<file path="src/rtl/t20_match_sequencer_pkg.sv">
// T20 match sequencer shared types.
// States, outcome codes, winner encodings.
package t20_match_sequencer_pkg;

  typedef enum logic [2:0] {
    ST_IDLE,
    ST_INN1,
    ST_BREAK,
    ST_INN2,
    ST_DONE
  } state_e;

  localparam logic [2:0] OC_DOT   = 3'd0;
  localparam logic [2:0] OC_ONE   = 3'd1;
  localparam logic [2:0] OC_TWO   = 3'd2;
  localparam logic [2:0] OC_THREE = 3'd3;
  localparam logic [2:0] OC_FOUR  = 3'd4;
  localparam logic [2:0] OC_SIX   = 3'd5;
  localparam logic [2:0] OC_WKT   = 3'd6;
  localparam logic [2:0] OC_ONE_B = 3'd7;

  localparam logic [1:0] WIN_NONE = 2'd0;
  localparam logic [1:0] WIN_A    = 2'd1;
  localparam logic [1:0] WIN_B    = 2'd2;
  localparam logic [1:0] WIN_TIE  = 2'd3;

  function automatic logic [2:0] outcome_runs(input logic [2:0] c);
    logic [2:0] r;
    r = 3'd0;
    case (c)
      OC_ONE:   r = 3'd1;
      OC_TWO:   r = 3'd2;
      OC_THREE: r = 3'd3;
      OC_FOUR:  r = 3'd4;
      OC_SIX:   r = 3'd6;
      OC_ONE_B: r = 3'd1;
      default:  r = 3'd0;
    endcase
    return r;
  endfunction

endpackage

</file>
<file path="src/rtl/t20_match_sequencer_lfsr8.sv">
// 8-bit Fibonacci LFSR, x^8+x^6+x^5+x^4+1.
// Free-running; a nonzero seed keeps it out of the all-zero lock state.
module lfsr8 #(
  parameter logic [7:0] SEED = 8'hA5
) (
  input  logic       clk_fpga,
  input  logic       rst,
  output logic [7:0] q
);

  logic [7:0] lfsr_q;
  logic       fb;

  assign fb = lfsr_q[7] ^ lfsr_q[5] ^ lfsr_q[4] ^ lfsr_q[3];
  assign q  = lfsr_q;

  // Shift every cycle, reload seed on reset.
  always_ff @(posedge clk_fpga) begin
    if (rst) lfsr_q <= SEED;
    else     lfsr_q <= {lfsr_q[6:0], fb};
  end

endmodule

</file>
<file path="src/rtl/t20_match_sequencer.sv">
// T20 match sequencer: two innings, one delivery per play press.
// Outcome from LFSR or forced code; decides winner at end of chase.
module t20_match_sequencer
  import t20_match_sequencer_pkg::*;
#(
  parameter int         MAX_OVERS = 20,
  parameter int         MAX_WKTS  = 10,
  parameter logic [7:0] LFSR_SEED = 8'hA5
) (
  input  logic       clk_fpga,
  input  logic       rst,
  input  logic       play,
  input  logic       ovr_en,
  input  logic [2:0] ovr_code,
  output logic [8:0] runs,
  output logic [3:0] wickets,
  output logic [4:0] overs,
  output logic [2:0] balls,
  output logic       innings,
  output logic [8:0] target,
  output logic       ball_valid,
  output logic [2:0] last_outcome,
  output logic       game_over,
  output logic [1:0] winner
);

  localparam logic [3:0] WKT_LIM = 4'(MAX_WKTS);
  localparam logic [4:0] OVR_LIM = 5'(MAX_OVERS);

  state_e     state_q, state_d;
  logic       play_q;
  logic [8:0] runs_q, runs_d;
  logic [3:0] wkts_q, wkts_d;
  logic [4:0] overs_q, overs_d;
  logic [2:0] balls_q, balls_d;
  logic       inn_q, inn_d;
  logic [8:0] tgt_q, tgt_d;
  logic       bv_q, bv_d;
  logic [2:0] last_q, last_d;
  logic       go_q, go_d;
  logic [1:0] win_q, win_d;

  logic [7:0] lfsr_w;
  logic       unused_lfsr;
  logic       evt;
  logic [2:0] code;
  logic [9:0] sum;
  logic [8:0] runs_n;
  logic [3:0] wk_n;
  logic [4:0] ov_n;
  logic [2:0] bl_n;
  logic       lim_hit;

  lfsr8 #(.SEED(LFSR_SEED)) u_lfsr (
    .clk_fpga (clk_fpga),
    .rst      (rst),
    .q        (lfsr_w)
  );

  assign unused_lfsr = ^lfsr_w[7:3];

  assign evt  = play & ~play_q;
  assign code = ovr_en ? ovr_code : lfsr_w[2:0];

  // Candidate counters if a delivery is scored this cycle.
  always_comb begin
    sum    = {1'b0, runs_q} + {7'd0, outcome_runs(code)};
    runs_n = sum[9] ? 9'd511 : sum[8:0];
    wk_n   = wkts_q;
    if (code == OC_WKT && wkts_q < WKT_LIM) wk_n = wkts_q + 4'd1;
    ov_n = overs_q;
    bl_n = balls_q + 3'd1;
    if (balls_q == 3'd5) begin
      bl_n = 3'd0;
      ov_n = overs_q + 5'd1;
    end
    lim_hit = (wk_n == WKT_LIM) || (ov_n == OVR_LIM);
  end

  // Next-state and counter update.
  always_comb begin
    state_d = state_q;
    runs_d  = runs_q;
    wkts_d  = wkts_q;
    overs_d = overs_q;
    balls_d = balls_q;
    inn_d   = inn_q;
    tgt_d   = tgt_q;
    bv_d    = 1'b0;
    last_d  = last_q;
    go_d    = go_q;
    win_d   = win_q;
    unique case (state_q)
      ST_IDLE: begin
        if (evt) state_d = ST_INN1;
      end
      ST_INN1: begin
        if (evt) begin
          runs_d  = runs_n;
          wkts_d  = wk_n;
          overs_d = ov_n;
          balls_d = bl_n;
          bv_d    = 1'b1;
          last_d  = code;
          if (lim_hit) begin
            state_d = ST_BREAK;
            tgt_d   = (runs_n == 9'd511) ? 9'd511 : runs_n + 9'd1;
          end
        end
      end
      ST_BREAK: begin
        if (evt) begin
          state_d = ST_INN2;
          inn_d   = 1'b1;
          runs_d  = '0;
          wkts_d  = '0;
          overs_d = '0;
          balls_d = '0;
        end
      end
      ST_INN2: begin
        if (evt) begin
          runs_d  = runs_n;
          wkts_d  = wk_n;
          overs_d = ov_n;
          balls_d = bl_n;
          bv_d    = 1'b1;
          last_d  = code;
          if (runs_n >= tgt_q) begin
            state_d = ST_DONE;
            go_d    = 1'b1;
            win_d   = WIN_B;
          end else if (lim_hit) begin
            state_d = ST_DONE;
            go_d    = 1'b1;
            win_d   = (runs_n == tgt_q - 9'd1) ? WIN_TIE : WIN_A;
          end
        end
      end
      ST_DONE: begin
      end
      default: state_d = ST_IDLE;
    endcase
  end

  // State and output registers.
  always_ff @(posedge clk_fpga) begin
    if (rst) begin
      state_q <= ST_IDLE;
      play_q  <= 1'b0;
      runs_q  <= '0;
      wkts_q  <= '0;
      overs_q <= '0;
      balls_q <= '0;
      inn_q   <= 1'b0;
      tgt_q   <= '0;
      bv_q    <= 1'b0;
      last_q  <= '0;
      go_q    <= 1'b0;
      win_q   <= WIN_NONE;
    end else begin
      state_q <= state_d;
      play_q  <= play;
      runs_q  <= runs_d;
      wkts_q  <= wkts_d;
      overs_q <= overs_d;
      balls_q <= balls_d;
      inn_q   <= inn_d;
      tgt_q   <= tgt_d;
      bv_q    <= bv_d;
      last_q  <= last_d;
      go_q    <= go_d;
      win_q   <= win_d;
    end
  end

  assign runs         = runs_q;
  assign wickets      = wkts_q;
  assign overs        = overs_q;
  assign balls        = balls_q;
  assign innings      = inn_q;
  assign target       = tgt_q;
  assign ball_valid   = bv_q;
  assign last_outcome = last_q;
  assign game_over    = go_q;
  assign winner       = win_q;

endmodule

</file>
<file path="config.mk">
export PLATFORM = sky130hd
export DESIGN_NAME = t20_match_sequencer
export DESIGN_NICKNAME = d
export VERILOG_FILES = /design/src/rtl/t20_match_sequencer_pkg.sv /design/src/rtl/t20_match_sequencer_lfsr8.sv /design/src/rtl/t20_match_sequencer.sv
export SDC_FILE = /design/constraint.sdc
export NUM_CORES = 1
export LEC_CHECK = 0
export ABC_AREA = 1
export BUFFER_PORTS_ARGS = -buffer_cell sky130_fd_sc_hd__buf_2
export CAP_MARGIN = 25
export CORE_MARGIN = 1.5
export CORE_UTILIZATION = 58
export DETAILED_ROUTE_END_ITERATION = 7
export PLACE_DENSITY_LB_ADDON = 0.25
export SKIP_LAST_GASP = 1
export SLEW_MARGIN = 15
export SYNTH_ARGS = -nofsm -noshare
export SYNTH_HDL_FRONTEND = slang
export SYNTH_SLANG_ARGS = --single-unit
</file>
<file path="constraint.sdc">
create_clock -name clk_fpga -period 4.19 [get_ports clk_fpga]
set_input_delay 0.6285 -clock clk_fpga [delete_from_list [all_inputs] [get_ports clk_fpga]]
set_output_delay 0.6285 -clock clk_fpga [all_outputs]
set_load 0.01 [all_outputs]
</file>
# Yosys cells after proc, flatten, opt, wreduce, memory -nomap -nowiden
# Index checks and enable logic that the tools add are counted.
dict set report word_totals {
  ff_bits 50
  ram_bits 0
  out_inout_bits 38
  n_memories 0
  latch_bits 0
  mem_bits_ro 0
}
dict set report classes {
  order_cmp 2
  add_sub_neg 6
  n_reduce_logical 14
  bitwise 7
  n_mux 33
  div 0
  n_shift 0
  eq_ne 23
  n_mul 0
}
# op n
set ops {}
lappend ops {{9-bit two-way mux} 4}
lappend ops {{3-bit two-way mux} 11}
lappend ops {{3-bit one-hot mux with 5 select lines} 2}
lappend ops {{3-bit equality test (second input constant)} 6}
lappend ops {{9-bit one-hot mux with 2 select lines} 1}
lappend ops {{5-bit two-way mux} 3}
lappend ops {{3-bit by 2-bit equality test with 1-bit output (second input constant)} 4}
lappend ops {{4-bit two-way mux} 3}
lappend ops {{9-bit by 3-bit adder with 10-bit output} 1}
lappend ops {{2-bit != test (second input constant)} 5}
lappend ops {{5-bit one-hot mux with 2 select lines} 1}
lappend ops {{9-bit by 1-bit adder with 9-bit output (second input constant)} 1}
lappend ops {{9-bit equality test} 1}
lappend ops {{9-bit equality test (second input constant)} 1}
lappend ops {{9-bit greater-or-equal comparator} 1}
lappend ops {{3-bit AND reduction} 3}
lappend ops {{9-bit by 1-bit subtractor with 9-bit output (second input constant)} 1}
lappend ops {{4-bit one-hot mux with 2 select lines} 1}
lappend ops {{7-bit AND reduction} 1}
lappend ops {{3-bit by 1-bit equality test with 1-bit output (second input constant)} 2}
lappend ops {{2-bit two-way mux} 3}
lappend ops {{3-bit one-hot mux with 2 select lines} 1}
lappend ops {{2-bit OR reduction} 3}
lappend ops {{5-bit by 1-bit adder with 5-bit output (second input constant)} 1}
lappend ops {{other kinds (16)} 24}

# Logic depth before layout (Yosys ltp)
dict set report logic_depth {
  word_depth 10
  ltp_mapped 25
  ltp_nobuf 25
}

# Hierarchy
# From an unflattened synthesis, not the netlist that was laid out.
dict set report hier_totals {
  cells_unflattened 463
  area_unflattened_um2 3166.8
}
# module cells_per_inst n_inst area_each_um2
set by_module_without_submodules {}
lappend by_module_without_submodules {t20_match_sequencer 426 1 2891.5}
lappend by_module_without_submodules {lfsr8 37 1 275.3}

# Worst setup path after synthesis
# No wires, ideal clock.
dict set report synth_timing {
  path_type {input port to flip-flop}
  startpoint {in ovr_en}
  endpoint {reg state_q[0]}
  arrival_time_ps 3309
  setup_time_ps 113
  slack_ps 767
  required_ps 4077
  path_stages 25
  path_cell_list {inv_2 -> nand2_2 -> nand2_4 -> a21oi_1 -> nor2_1 -> ha_1 -> inv_1 -> fa_1 -> inv_1 -> nand2_1 -> a21oi_2 -> xor2_1 -> inv_1 -> nand2_1 -> ha_1 -> a21oi_1 -> o21ai_0 -> nand2_1 -> nand3_1 -> nor2_1 -> nand4_1 -> nand3_1 -> nand2_1 -> nand2_1 -> nor2_1}
}
dict set report synth_via {
  elab_chain_cells 10
}
# element line
set synth_rtl {}
lappend synth_rtl {{from (decl)} t20_match_sequencer.sv:13} ;# input logic ovr_en,
lappend synth_rtl {{3-bit two-way mux *} t20_match_sequencer.sv:63} ;# assign code = ovr_en ? ovr_code : lfsr_w[2:0];
lappend synth_rtl {{3-bit equality test / 3-bit by 1-bit equality test with 1-bit output (equally long branches)} t20_match_sequencer_pkg.sv:30} ;# case (c)
lappend synth_rtl {{2-bit OR reduction (no source line)} n/a}
lappend synth_rtl {{3-bit one-hot mux with 5 select lines} t20_match_sequencer_pkg.sv:30}
lappend synth_rtl {{9-bit by 3-bit adder with 10-bit output} t20_match_sequencer.sv:67} ;# sum = {1'b0, runs_q} + {7'd0, outcome_runs(code)};
lappend synth_rtl {{9-bit two-way mux} t20_match_sequencer.sv:68} ;# runs_n = sum[9] ? 9'd511 : sum[8:0];
lappend synth_rtl {{9-bit greater-or-equal comparator} t20_match_sequencer.sv:129} ;# if (runs_n >= tgt_q) begin
lappend synth_rtl {{3-bit two-way mux} t20_match_sequencer.sv:129}
lappend synth_rtl {{3-bit two-way mux} t20_match_sequencer.sv:122} ;# if (evt) begin
lappend synth_rtl {{3-bit one-hot mux with 5 select lines} t20_match_sequencer.sv:93} ;# unique case (state_q)
lappend synth_rtl {{to (signal assigned)} t20_match_sequencer.sv:162} ;# state_q <= state_d;
lappend synth_rtl {{to (decl)} t20_match_sequencer.sv:30} ;# state_e state_q, state_d;
# Every way passes the cells marked *; elsewhere a longest branch is shown, timed or not. The select of a mux whose other input is x is not followed.
# A chain may end at the register's enable or synchronous reset.

# Final worst setup path
# Same ends and word-level chain as after synthesis.

==> results_dict.tcl <==
set metrics [dict create \
    antenna_cells 0 \
    fin_crit_sh_pct 86.2 \
    final_cell_mix "nand2_1 (102), inv_1 (64), nor2_1 (56), dfxtp_1 (50), buf_2 (44)" \
    grt_pass1_vias 2909 \
    drtIter0Drc 148 \
    status "finished clean" \
    grt_pass1_wl_um 12700 \
    hold_path.class "reg -> reg" \
    peakVddDrop_mv 0.194 \
    viasPerCell 5.22 \
    cp_slowest_stage_delay_ns 0.40 \
    gp_congestion 0.891 \
    cts_sinks 50 \
    syn2layout_area_growth_pct 11.3 \
    tns_ns 0 \
    hpwl_um 5530 \
    whs_path_depth 1 \
    hold_buffers 0 \
    place_ws_ns 0.264 \
    crit_required_ns 4.40 \
    cts.clk_slew.worst_paths_ns 0.10 \
    grtUsageTotal_pct 25.8 \
    endpoint_kind "flop" \
    htree_levels 2 \
    rows 26 \
    wirelength_um 7170 \
    wl_met3_um 293 \
    wl_met2_um 3390 \
    grt_max_degree 24 \
    min_to "u_lfsr.q[7]$_SDFF_PP1_" \
    synthSimpleGateAreaFrac_pct 36.8 \
    antenna_found_initial 0 \
    setup_violations 0 \
    highest_layer "met4" \
    cts_tree "yes" \
    maxCapViolCount 0 \
    synth-adder-area-share_pct 6.83 \
    slew_violations 0 \
    wire_per_inst_um 12.5 \
    crit_top_cell "nand2_1" \
    dieHeight_um 77.5 \
    finClkSkew_ns 0.00710 \
    reg2reg_to "state_q[0]$_SDFFE_PP0P_" \
    async_reset_ff_share_pct 0 \
    p_leak_nw 1.94 \
    synth_compound_area_share_pct 10.6 \
    synth_edf_count 0 \
    fin_crit_ns 3.61 \
    dieWidth_um 77.5 \
    slew_headroom_pct 47.6 \
    max-clock-path-buffers 2 \
    synthCells 458 \
    io_pins 45 \
    timing.fmax_ghz 0.277 \
    worst_slew_pin_slew_ns 0.785 \
    synthMuxAreaShare_pct 0 \
    start_kind "input port" \
    r2r-start "u_lfsr.q[2]$_SDFF_PP1_" \
    hp-start "u_lfsr.q[6]$_SDFF_PP0_" \
    place_area_sq_mm 0.00349 \
    slowest_stage "fa_1" \
    final_area_sq_mm 0.00359 \
    synthesis.nets 482 \
    rsz0062_at_grt "no" \
    post_cts.repair.setup_buffers 0 \
    cts_root_buf "clkbuf_8" \
    final_common_cell "nand2_1" \
    r2r_cells 25 \
    ant_nets 0 \
    crit_family "simple AND/OR/NAND/NOR gates" \
    dieArea_sq_mm 0.00601 \
    cts_resized 0 \
    port_buffers 44 \
    synth_top_family_by_area "simple AND/OR/NAND/NOR gates" \
    synth.avg_cell_area_sq_um 7.03 \
    rrSetupSlack_ns 0.71 \
    path_max_fanout 4 \
    drc_errors 0 \
    hold_viol_final 0 \
    syn_area_sq_mm 0.00322 \
    power_density_mw_per_mm2 268 \
    numCtsBuffers 5 \
    first_pass_iters 5 \
    ys.warnings.count 0 \
    final.setup.worst_slack_ns 0.576 \
    drive_above_1_share_pct 19.8 \
    dr_total_vias 2994 \
    cp.depth 26 \
    start_util_pct 61.5 \
    met1_length_um 3410 \
    finalNetCount 527 \
    path_buf_inv 6 \
    clk_latency_ns 0.31 \
    synth_xor_area_share_pct 5.17 \
    critical_path_class "in -> reg" \
    coreArea_sq_mm 0.00524 \
    ys_seq_area_share_pct 31.1 \
    synth-main-ff-cell "dfxtp_1" \
    netlist-cell-type-count 43 \
    ys_seq_elements 50 \
    worstPathArrival_ns 3.82 \
    overflow 0 \
]
## synthesized netlist by cell type (all sizes together) (3+ instances only)
master	instances	area [sq um]
o21ai	15	75.1
ha	16	200
buf	5	30.0
o22ai	9	56.3
a21oi	18	97.6
nor2	69	330
nand2	122	533
inv	68	258
dfxtp	50	1000
nand3b	4	55.1
nand3	33	180
a32o	3	30.0
xor2	15	131
nand4	8	50.1
xnor2	4	35.0
## worst max-delay path by stage
| stage | to | startpoint |
|---|---|---|
| 6_report | state_q[0]$_SDFFE_PP0P_ | ovr_en |
| 4_1_cts | state_q[0]$_SDFFE_PP0P_ | ovr_en |
| 2_1_floorplan | state_q[0]$_SDFFE_PP0P_ | ovr_en |
| 3_3_place_gp | winner[1]$_SDFFE_PP0P_ | ovr_en |
| 3_5_place_dp | state_q[0]$_SDFFE_PP0P_ | ovr_en |
| 5_1_grt | state_q[0]$_SDFFE_PP0P_ | ovr_en |
## metal layers
layer  up-vias  global-route usage [%]
met1      1361                    33.3
met3         7                    2.94
li1       1553                       -
met4         0                    10.0
met2        73                    43.9
met5         -                       0
## through the flow
step	hold WS, ns	power, mW	utilization, %	std cells
floorplan	0.389	0.633	-	458
finish	0.431	0.960	68.5	574
global route	0.448	1.01	68.5	574
detailed placement	0.422	0.666	66.6	566
CTS	0.440	0.969	68.5	574
global placement	0.398	0.663	66.6	566
## power by group
part           leakage [nW]  switching (mW)  internal (mW)
clock network        0.0467           0.181          0.124
registers             0.407          0.0100          0.490
logic                  1.49           0.100         0.0552
## logic make-up (layout without fill, tap and decap cells)
kind of cell	after synthesis	after routing
simple gates	242	242
xor+xnor	19	19
fa+ha+maj	17	17
flops	50	50
buf+inv	76	122
compound gates	54	54
## registers in the layout (all words and copies together) (netlist names)
signal        flops
target            9
play_q            1
game_over         1
winner            2
balls             3
u_lfsr.q          8
innings           1
runs              9
wickets           4
last_outcome      3
overs             5
ball_valid        1
state_q           3
## area by class of cell
| cell class | instances | area [sq um] |
|---|---|---|
| fill | 478 | 1650 |
| timing repair buffer | 45 | 228 |
| sequential | 50 | 1000 |
| tap | 70 | 87.6 |
| clock inverter | 3 | 27.5 |
| clock buffer | 5 | 68.8 |
| multi-input combinational | 332 | 1910 |
| inverter | 69 | 262 |
(Power assumes the default switching activity.)
